--- src/rtl/cw_capture_pkg.sv ---
// Shared definitions for the capture sequencer: state encoding and modulo-DEPTH
// address helpers used by the controller and its wrap counter.
package cw_capture_pkg;

    typedef enum logic [2:0] {
        IDLE = 3'd0,
        PRE  = 3'd1,
        WAIT = 3'd2,
        POST = 3'd3,
        DONE = 3'd4
    } cw_state_t;

    function automatic int unsigned wrap_inc(input int unsigned a, input int unsigned depth);
        return (a >= depth - 1) ? 32'd0 : a + 32'd1;
    endfunction

    // (a - b) mod depth, for a, b already in [0, depth)
    function automatic int unsigned wrap_sub(input int unsigned a, input int unsigned b,
                                             input int unsigned depth);
        return (a >= b) ? a - b : a + depth - b;
    endfunction

endpackage

--- src/rtl/cw_capture_ctrl_if.sv ---
// Control, trigger and trace-RAM write-port bundle between the trigger engine,
// the capture sequencer and its readout logic.
interface cw_capture_ctrl_if #(parameter int ADDR_W = 16);
    logic              arm;
    logic              abort;
    logic [ADDR_W-1:0] cfg_pre;
    logic              trig_hit;
    logic              st_qual;
    logic              wt_ce;
    logic              wt_en;
    logic [ADDR_W-1:0] wt_addr;
    logic              busy;
    logic              triggered;
    logic              done;
    logic [ADDR_W-1:0] trig_addr;
    logic [ADDR_W-1:0] start_addr;

    modport master (
        input  arm, abort, cfg_pre, trig_hit, st_qual,
        output wt_ce, wt_en, wt_addr, busy, triggered, done, trig_addr, start_addr
    );

    modport slave (
        output arm, abort, cfg_pre, trig_hit, st_qual,
        input  wt_ce, wt_en, wt_addr, busy, triggered, done, trig_addr, start_addr
    );
endinterface

--- src/rtl/cw_wrap_cnt.sv ---
// Modulo-DEPTH counter with synchronous clear and increment enable; clear wins.
module cw_wrap_cnt
    import cw_capture_pkg::*;
#(
    parameter int W     = 16,
    parameter int DEPTH = 1024
) (
    input  logic         clk,
    input  logic         rstn,
    input  logic         clr,
    input  logic         inc,
    output logic [W-1:0] cnt
);

    always_ff @(posedge clk) begin
        if (!rstn || clr)
            cnt <= '0;
        else if (inc)
            cnt <= W'(wrap_inc(32'(cnt), DEPTH));
    end

endmodule

--- src/rtl/cw_capture_ctrl.sv ---
// Trace-buffer capture sequencer: circular pre-trigger fill, trigger wait, post fill.
// Optional storage qualification is enabled by defining CW_STORAGE_QUAL_EN.
module cw_capture_ctrl
    import cw_capture_pkg::*;
#(
    parameter int ADDR_W = 16,
    parameter int DEPTH  = 1024
) (
    input  logic             trig_clk,
    input  logic             trig_rstn,
    cw_capture_ctrl_if.master bus
);

    localparam logic [ADDR_W-1:0] PRE_MAX = ADDR_W'(DEPTH - 1);
    localparam logic [ADDR_W:0]   DEPTH_X = (ADDR_W+1)'(DEPTH);

    cw_state_t         state, state_n;
    logic [ADDR_W-1:0] pre_q, pre_n, pre_cnt, trig_addr, start_addr, wt_addr, trig_src;
    logic [ADDR_W:0]   post_cnt, post_tgt;
    logic              wt_ce, wt_en, busy, done, triggered, trig_pend;
    logic              wt_ce_n, wt_en_n, done_n;
    logic              qual, wr, arm_ok, trig_take, pre_last, post_last, to_done;

`ifdef CW_STORAGE_QUAL_EN
    assign qual = bus.st_qual;
`else
    logic unused_st_qual;
    assign unused_st_qual = bus.st_qual;
    assign qual           = 1'b1;
`endif

    // wt_en is the write taking place in the current cycle
    assign wr        = wt_en;
    assign arm_ok    = bus.arm && !bus.abort && (state == IDLE || state == DONE);
    assign pre_n     = (bus.cfg_pre > PRE_MAX) ? PRE_MAX : bus.cfg_pre;
    assign post_tgt  = DEPTH_X - {1'b0, pre_q};
    assign trig_take = (state == WAIT) && wr && (bus.trig_hit || trig_pend);
    assign pre_last  = (state == PRE) && wr && (pre_cnt + ADDR_W'(1) == pre_q);
    assign post_last = (state == POST) && wr && (post_cnt + (ADDR_W+1)'(1) == post_tgt);
    assign to_done   = (state_n == DONE) && (state != DONE);
    assign trig_src  = trig_take ? wt_addr : trig_addr;

    always_ff @(posedge trig_clk) begin
        if (!trig_rstn)
            state <= IDLE;
        else
            state <= state_n;
    end

    always_comb begin
        state_n = state;
        if (bus.abort)
            state_n = IDLE;
        else begin
            case (state)
                IDLE, DONE: if (bus.arm) state_n = (pre_n == '0) ? WAIT : PRE;
                PRE:        if (pre_last) state_n = WAIT;
                // with pre = DEPTH-1 the trigger sample is the only post sample
                WAIT:       if (trig_take)
                                state_n = (post_tgt == (ADDR_W+1)'(1)) ? DONE : POST;
                POST:       if (post_last) state_n = DONE;
                default:    state_n = IDLE;
            endcase
        end
    end

    always_comb begin
        wt_ce_n = (state_n == PRE) || (state_n == WAIT) || (state_n == POST);
        wt_en_n = wt_ce_n && qual;
        done_n  = (state_n == DONE);
    end

    always_ff @(posedge trig_clk) begin
        if (!trig_rstn) begin
            wt_ce <= 1'b0;
            wt_en <= 1'b0;
            busy  <= 1'b0;
            done  <= 1'b0;
        end else begin
            wt_ce <= wt_ce_n;
            wt_en <= wt_en_n;
            busy  <= wt_ce_n;
            done  <= done_n;
        end
    end

    always_ff @(posedge trig_clk) begin
        if (!trig_rstn) begin
            pre_q      <= '0;
            pre_cnt    <= '0;
            post_cnt   <= '0;
            trig_addr  <= '0;
            start_addr <= '0;
            triggered  <= 1'b0;
            trig_pend  <= 1'b0;
        end else if (bus.abort) begin
            trig_pend  <= 1'b0;
        end else if (arm_ok) begin
            pre_q      <= pre_n;
            pre_cnt    <= '0;
            post_cnt   <= '0;
            trig_addr  <= '0;
            start_addr <= '0;
            triggered  <= 1'b0;
            trig_pend  <= 1'b0;
        end else begin
            if (state == PRE && wr)
                pre_cnt <= pre_cnt + ADDR_W'(1);
            if (state == POST && wr)
                post_cnt <= post_cnt + (ADDR_W+1)'(1);
            // a trigger seen on an unqualified cycle waits for the next stored sample
            if (trig_take) begin
                trig_addr <= wt_addr;
                triggered <= 1'b1;
                post_cnt  <= (ADDR_W+1)'(1);
                trig_pend <= 1'b0;
            end else if (state == WAIT && bus.trig_hit) begin
                trig_pend <= 1'b1;
            end
            if (to_done)
                start_addr <= ADDR_W'(wrap_sub(32'(trig_src), 32'(pre_q), DEPTH));
        end
    end

    cw_wrap_cnt #(.W(ADDR_W), .DEPTH(DEPTH)) u_addr (
        .clk  (trig_clk),
        .rstn (trig_rstn),
        .clr  (arm_ok),
        .inc  (wr && !bus.abort),
        .cnt  (wt_addr)
    );

    assign bus.wt_ce      = wt_ce;
    assign bus.wt_en      = wt_en;
    assign bus.wt_addr    = wt_addr;
    assign bus.busy       = busy;
    assign bus.done       = done;
    assign bus.triggered  = triggered;
    assign bus.trig_addr  = trig_addr;
    assign bus.start_addr = start_addr;

endmodule
--- src/flat_wrapper.sv ---
// flat-port wrapper written by rule: the top's interface ports become plain ports
module cw_capture_ctrl_flat import cw_capture_pkg::*;
#(
    parameter int ADDR_W = 16,
    parameter int DEPTH  = 1024
)
  (trig_clk, trig_rstn, bus_arm, bus_abort, bus_cfg_pre, bus_trig_hit, bus_st_qual, bus_wt_ce, bus_wt_en, bus_wt_addr, bus_busy, bus_triggered, bus_done, bus_trig_addr, bus_start_addr);
  cw_capture_ctrl_if #(.ADDR_W(ADDR_W)) bus_i ();
  input  logic trig_clk;
  input  logic trig_rstn;
  input wire logic [$bits(bus_i.arm)-1:0] bus_arm;
  input wire logic [$bits(bus_i.abort)-1:0] bus_abort;
  input wire logic [$bits(bus_i.cfg_pre)-1:0] bus_cfg_pre;
  input wire logic [$bits(bus_i.trig_hit)-1:0] bus_trig_hit;
  input wire logic [$bits(bus_i.st_qual)-1:0] bus_st_qual;
  output wire logic [$bits(bus_i.wt_ce)-1:0] bus_wt_ce;
  output wire logic [$bits(bus_i.wt_en)-1:0] bus_wt_en;
  output wire logic [$bits(bus_i.wt_addr)-1:0] bus_wt_addr;
  output wire logic [$bits(bus_i.busy)-1:0] bus_busy;
  output wire logic [$bits(bus_i.triggered)-1:0] bus_triggered;
  output wire logic [$bits(bus_i.done)-1:0] bus_done;
  output wire logic [$bits(bus_i.trig_addr)-1:0] bus_trig_addr;
  output wire logic [$bits(bus_i.start_addr)-1:0] bus_start_addr;
  assign bus_i.arm = bus_arm;
  assign bus_i.abort = bus_abort;
  assign bus_i.cfg_pre = bus_cfg_pre;
  assign bus_i.trig_hit = bus_trig_hit;
  assign bus_i.st_qual = bus_st_qual;
  assign bus_wt_ce = bus_i.wt_ce;
  assign bus_wt_en = bus_i.wt_en;
  assign bus_wt_addr = bus_i.wt_addr;
  assign bus_busy = bus_i.busy;
  assign bus_triggered = bus_i.triggered;
  assign bus_done = bus_i.done;
  assign bus_trig_addr = bus_i.trig_addr;
  assign bus_start_addr = bus_i.start_addr;
  cw_capture_ctrl #(.ADDR_W(ADDR_W), .DEPTH(DEPTH)) u_core (.trig_clk(trig_clk), .trig_rstn(trig_rstn), .bus(bus_i));
endmodule
--- config.mk ---
export PLATFORM = sky130hd
export DESIGN_NAME = cw_capture_ctrl_flat
export DESIGN_NICKNAME = d
export VERILOG_FILES = /design/src/rtl/cw_capture_pkg.sv /design/src/rtl/cw_capture_ctrl_if.sv /design/src/rtl/cw_wrap_cnt.sv /design/src/rtl/cw_capture_ctrl.sv /design/src/flat_wrapper.sv
export SDC_FILE = /design/constraint.sdc
export NUM_CORES = 1
export LEC_CHECK = 0
export CAP_MARGIN = 20
export CORE_MARGIN = 2
export CORE_UTILIZATION = 40
export CTS_BUF_LIST = sky130_fd_sc_hd__clkbuf_4 sky130_fd_sc_hd__clkbuf_8 sky130_fd_sc_hd__clkbuf_16
export DETAILED_ROUTE_END_ITERATION = 16
export GPL_ROUTABILITY_DRIVEN = 0
export PLACE_DENSITY = 0.68
export SETUP_SLACK_MARGIN = 0.15
export SLEW_MARGIN = 10
export SYNTH_ARGS = -nofsm -noshare
export SYNTH_HDL_FRONTEND = slang
export SYNTH_HIERARCHICAL = 1
export SYNTH_SLANG_ARGS = --single-unit
--- constraint.sdc ---
create_clock -name trig_clk -period 6.1 [get_ports trig_clk]
set_clock_uncertainty 0.2 [all_clocks]
set_input_delay 1.22 -clock trig_clk [delete_from_list [all_inputs] [get_ports trig_clk]]
set_output_delay 1.22 -clock trig_clk [all_outputs]
set_load 0.02 [all_outputs]
==> metrics.yaml, run 1 <==
numClockSinks: 104
status: "complete, no violations"
grt_pass1_wl_mm: 34.0
worst_slew_pin_slew_ps: 991
netlist_top_cells_count: "104 x dfxtp_1, 87 x nor2_1, 64 x nand2_1, 64 x xnor2_1, 50 x a21oi_1"
finalSetupTns_ps: 0
synthMuxAreaShare_pct: 3.43
relSlewSlack_pct: 33.8
yosysTopAreaCellShare_pct: 26.8
slew_violations: 0
hold_violations: 0
synthAdderAreaFrac_pct: 9.67
area_growth_syn_to_layout_pct: 15.5
ir_worst_vdd_mv: 0.120
hold_path_class: "flip-flop to flip-flop"
cts_setup_buffers: 0
p_per_area_mw_per_mm2: 177
via_per_inst: 5.71
ys_ff_latch: 104
core_area_sq_mm: 0.0189
ys_top_cells_by_area: "dfxtp_1 27%, xnor2_1 7.2%, ha_1 5.8%"
critPathMaxStageDelay_ps: 480
wl_mm: 21.5
crit_path_start_kind: "primary input"
finalSetupViolCount: 0
hold_start: "u_core/bus.triggered"
antenna_cells: 0
synth_edf_count: 0
dp_hpwl_mm: 15.8
cp-startpoint: "bus_trig_hit"
slowest_stage: "clkdlybuf4s50_1"
cts_root_buffer: "clkbuf_16"
clockBufferDepth: 2
worstHoldPathCells: 2
power.total_mw: 1.59
remaining_drc_errors: 0
synthFlopType: "dfxtp_1"
yosysMostFrequentCell: "dfxtp_1"
synth_area_sq_mm: 0.00777
reg2reg_depth: 15
ctsHoldBuffers: 0
power_leakage_nw: 3.21
drt_iter0_markers: 703
reg2reg_to: "u_core/bus.start_addr[14]"
worst-setup-path-type: "primary input to flip-flop"
synth-compound-area-share_pct: 19.8
syn_area_per_cell_sq_um: 8.30
synth_top_area_cell: "dfxtp_1"
floorplan.initialDensity_pct: 41.1
io_pins: 75
synth_nets: 1009
maxCapViolCount: 0
rrSetupSlack_ps: 1160
grt-ovfl-total: 0
yosys.area_share.simple_pct: 24.1
dr.pass1.iters: 5
rsz0062_at_grt: "no"
vias: 7115
tritoncts: "yes"
fmax_mhz: 191
ant_nets: 0
fp.dieH_um: 143
die_w_um: 143
cp_cell_sequence: "clkdlybuf4s50_1, o211a_1, mux2i_1, inv_1, ha_1, fa_1, a211oi_1, nor2_1, o31a_1, o21ai_0, o21ai_0, a21oi_1, o41ai_1, o311ai_0, o21ai_0"
post-route-util_pct: 47.5
grt_max_degree: 34
cts_resized: 0
antenna_found_initial: 0
drive_above_1_share_pct: 8.32
async_flop_share_pct: 0
cp.required_ps: 6130
clk_latency_ps: 360
synth_cells: 936
synth_top_family_by_area: "simple AND/OR/NAND/NOR gates"
io_buffers: 73
htree_levels: 3
numCtsBuffers: 9
yosys_warnings: 6
first_global_vias: 6318
wire_per_inst_um: 17.3
r2r-start: "u_core/state[2]"
crit_path_max_fanout: 12
hold_slack_ps: 287
seq_area_frac_synth_pct: 26.8
synthXorXnorAreaFrac_pct: 11.0
num_rows: 50
period_share_pct: 85.9
cp-end-kind: "flip-flop"
holdPathEnd: "u_core/bus.triggered"
crit_top_cell: "o21ai_0"
final_nets: 1053
synth_cell_types: 80
critical_path_arrival_ps: 5270
period_needed_ps: 5240
clkSlewWorstSetupHoldPaths_ps: 80
die-area_sq_mm: 0.0205
grt_usage_pct: 20.8
worst max-delay path by stage:
stage               depth (start not counted)                   endpoint
floorplan                                  15  u_core/bus.start_addr[14]
global placement                           15  u_core/bus.start_addr[14]
detailed placement                         15  u_core/bus.start_addr[14]
CTS                                        15  u_core/bus.start_addr[14]
global route                               15  u_core/bus.start_addr[14]
finish                                     15  u_core/bus.start_addr[14]
registers in the layout, indices dropped and copies added, names as in the netlist:
register	flops
u_core/post_cnt	17
u_core/bus.start_addr	16
u_core/bus.trig_addr	16
u_core/pre_cnt	16
u_core/pre_q	16
u_core/u_addr/cnt	16
u_core/state	3
u_core/bus.busy	1
u_core/bus.done	1
u_core/bus.triggered	1
u_core/trig_pend	1
layout make-up:
type                       instances  area, sq um
tap                              260          325
clock inverter                     7         77.6
inverter                          41          154
multi-input combinational        738         5280
clock buffer                       9          225
sequential                       104         2080
fill                            1887         9920
timing repair buffer              86          828
metal layers:
layer	up-vias	part of all wire, %	GRT usage, %
met1	3408	49	30.7
li1	3456	-	-
met2	220	43	31.6
met3	31	5.7	2.27
met5	-	0	0
met4	0	2.3	7.22
worst max-delay path, delay by kind of cell:
family / cells / cell delay, ps
and+or+nand+nor: 1 / 110
adders and majority gates: 2 / 690
muxes: 1 / 390
AOI/OAI and AO/OA: 9 / 2310
buffers and inverters: 2 / 560
cell usage in the layout, fill, tap and decap left out, types with 25 or more instances in the layout:
master           count
nand3_1             25
a21oi_1             50
xor2_1              31
clkdlybuf4s50_1     73
ha_1                36
nand2_1             64
nor2_1              87
xnor2_1             64
inv_1               40
dfxtp_1            104
o21ai_0             49
per-stage QoR:
stage          setup slack (ps)  instances  area, sq um
2_1_floorplan              1350        936         7770
3_3_place_gp                475       1229         8670
3_5_place_dp                474       1229         8670
4_1_cts                     834       1245         8970
5_1_grt                     470       1245         8970
6_report                    862       1245         8970
kinds of logic (layout without fill, tap and decap cells):
logic type | after synthesis | count (layout)
multiplexers | 25 | 25
AO/OA/AOI/OAI | 220 | 220
AND/OR/NAND/NOR | 346 | 346
flip-flops | 104 | 104
XOR/XNOR | 96 | 96
adder cells (fa/ha/maj) | 51 | 51
buffers and inverters | 94 | 143
power breakdown:
group	leakage, nW	switching (mW)	total [mW]	internal (mW)
clock network	0.147	0.309	0.603	0.294
logic	2.22	0.161	0.279	0.119
registers	0.840	0.0210	0.706	0.685
total	3.21	0.490	1.59	1.10
No activity file was read; power rests on OpenSTA's default activity.
==> run 2: changes to the inputs <==
--- a/config.mk
+++ b/config.mk
@@ -9,10 +9,11 @@
 export CORE_MARGIN = 2
 export CORE_UTILIZATION = 40
 export CTS_BUF_LIST = sky130_fd_sc_hd__clkbuf_4 sky130_fd_sc_hd__clkbuf_8 sky130_fd_sc_hd__clkbuf_16
+export CTS_CLUSTER_DIAMETER = 200
 export DETAILED_ROUTE_END_ITERATION = 16
 export GPL_ROUTABILITY_DRIVEN = 0
 export PLACE_DENSITY = 0.68
-export SETUP_SLACK_MARGIN = 0.15
+export SETUP_SLACK_MARGIN = 0.3
 export SLEW_MARGIN = 10
 export SYNTH_ARGS = -nofsm -noshare
 export SYNTH_HDL_FRONTEND = slang
==> results of run 2 <==
No change in the layout: final DEF, timing and power equal those of run 1.
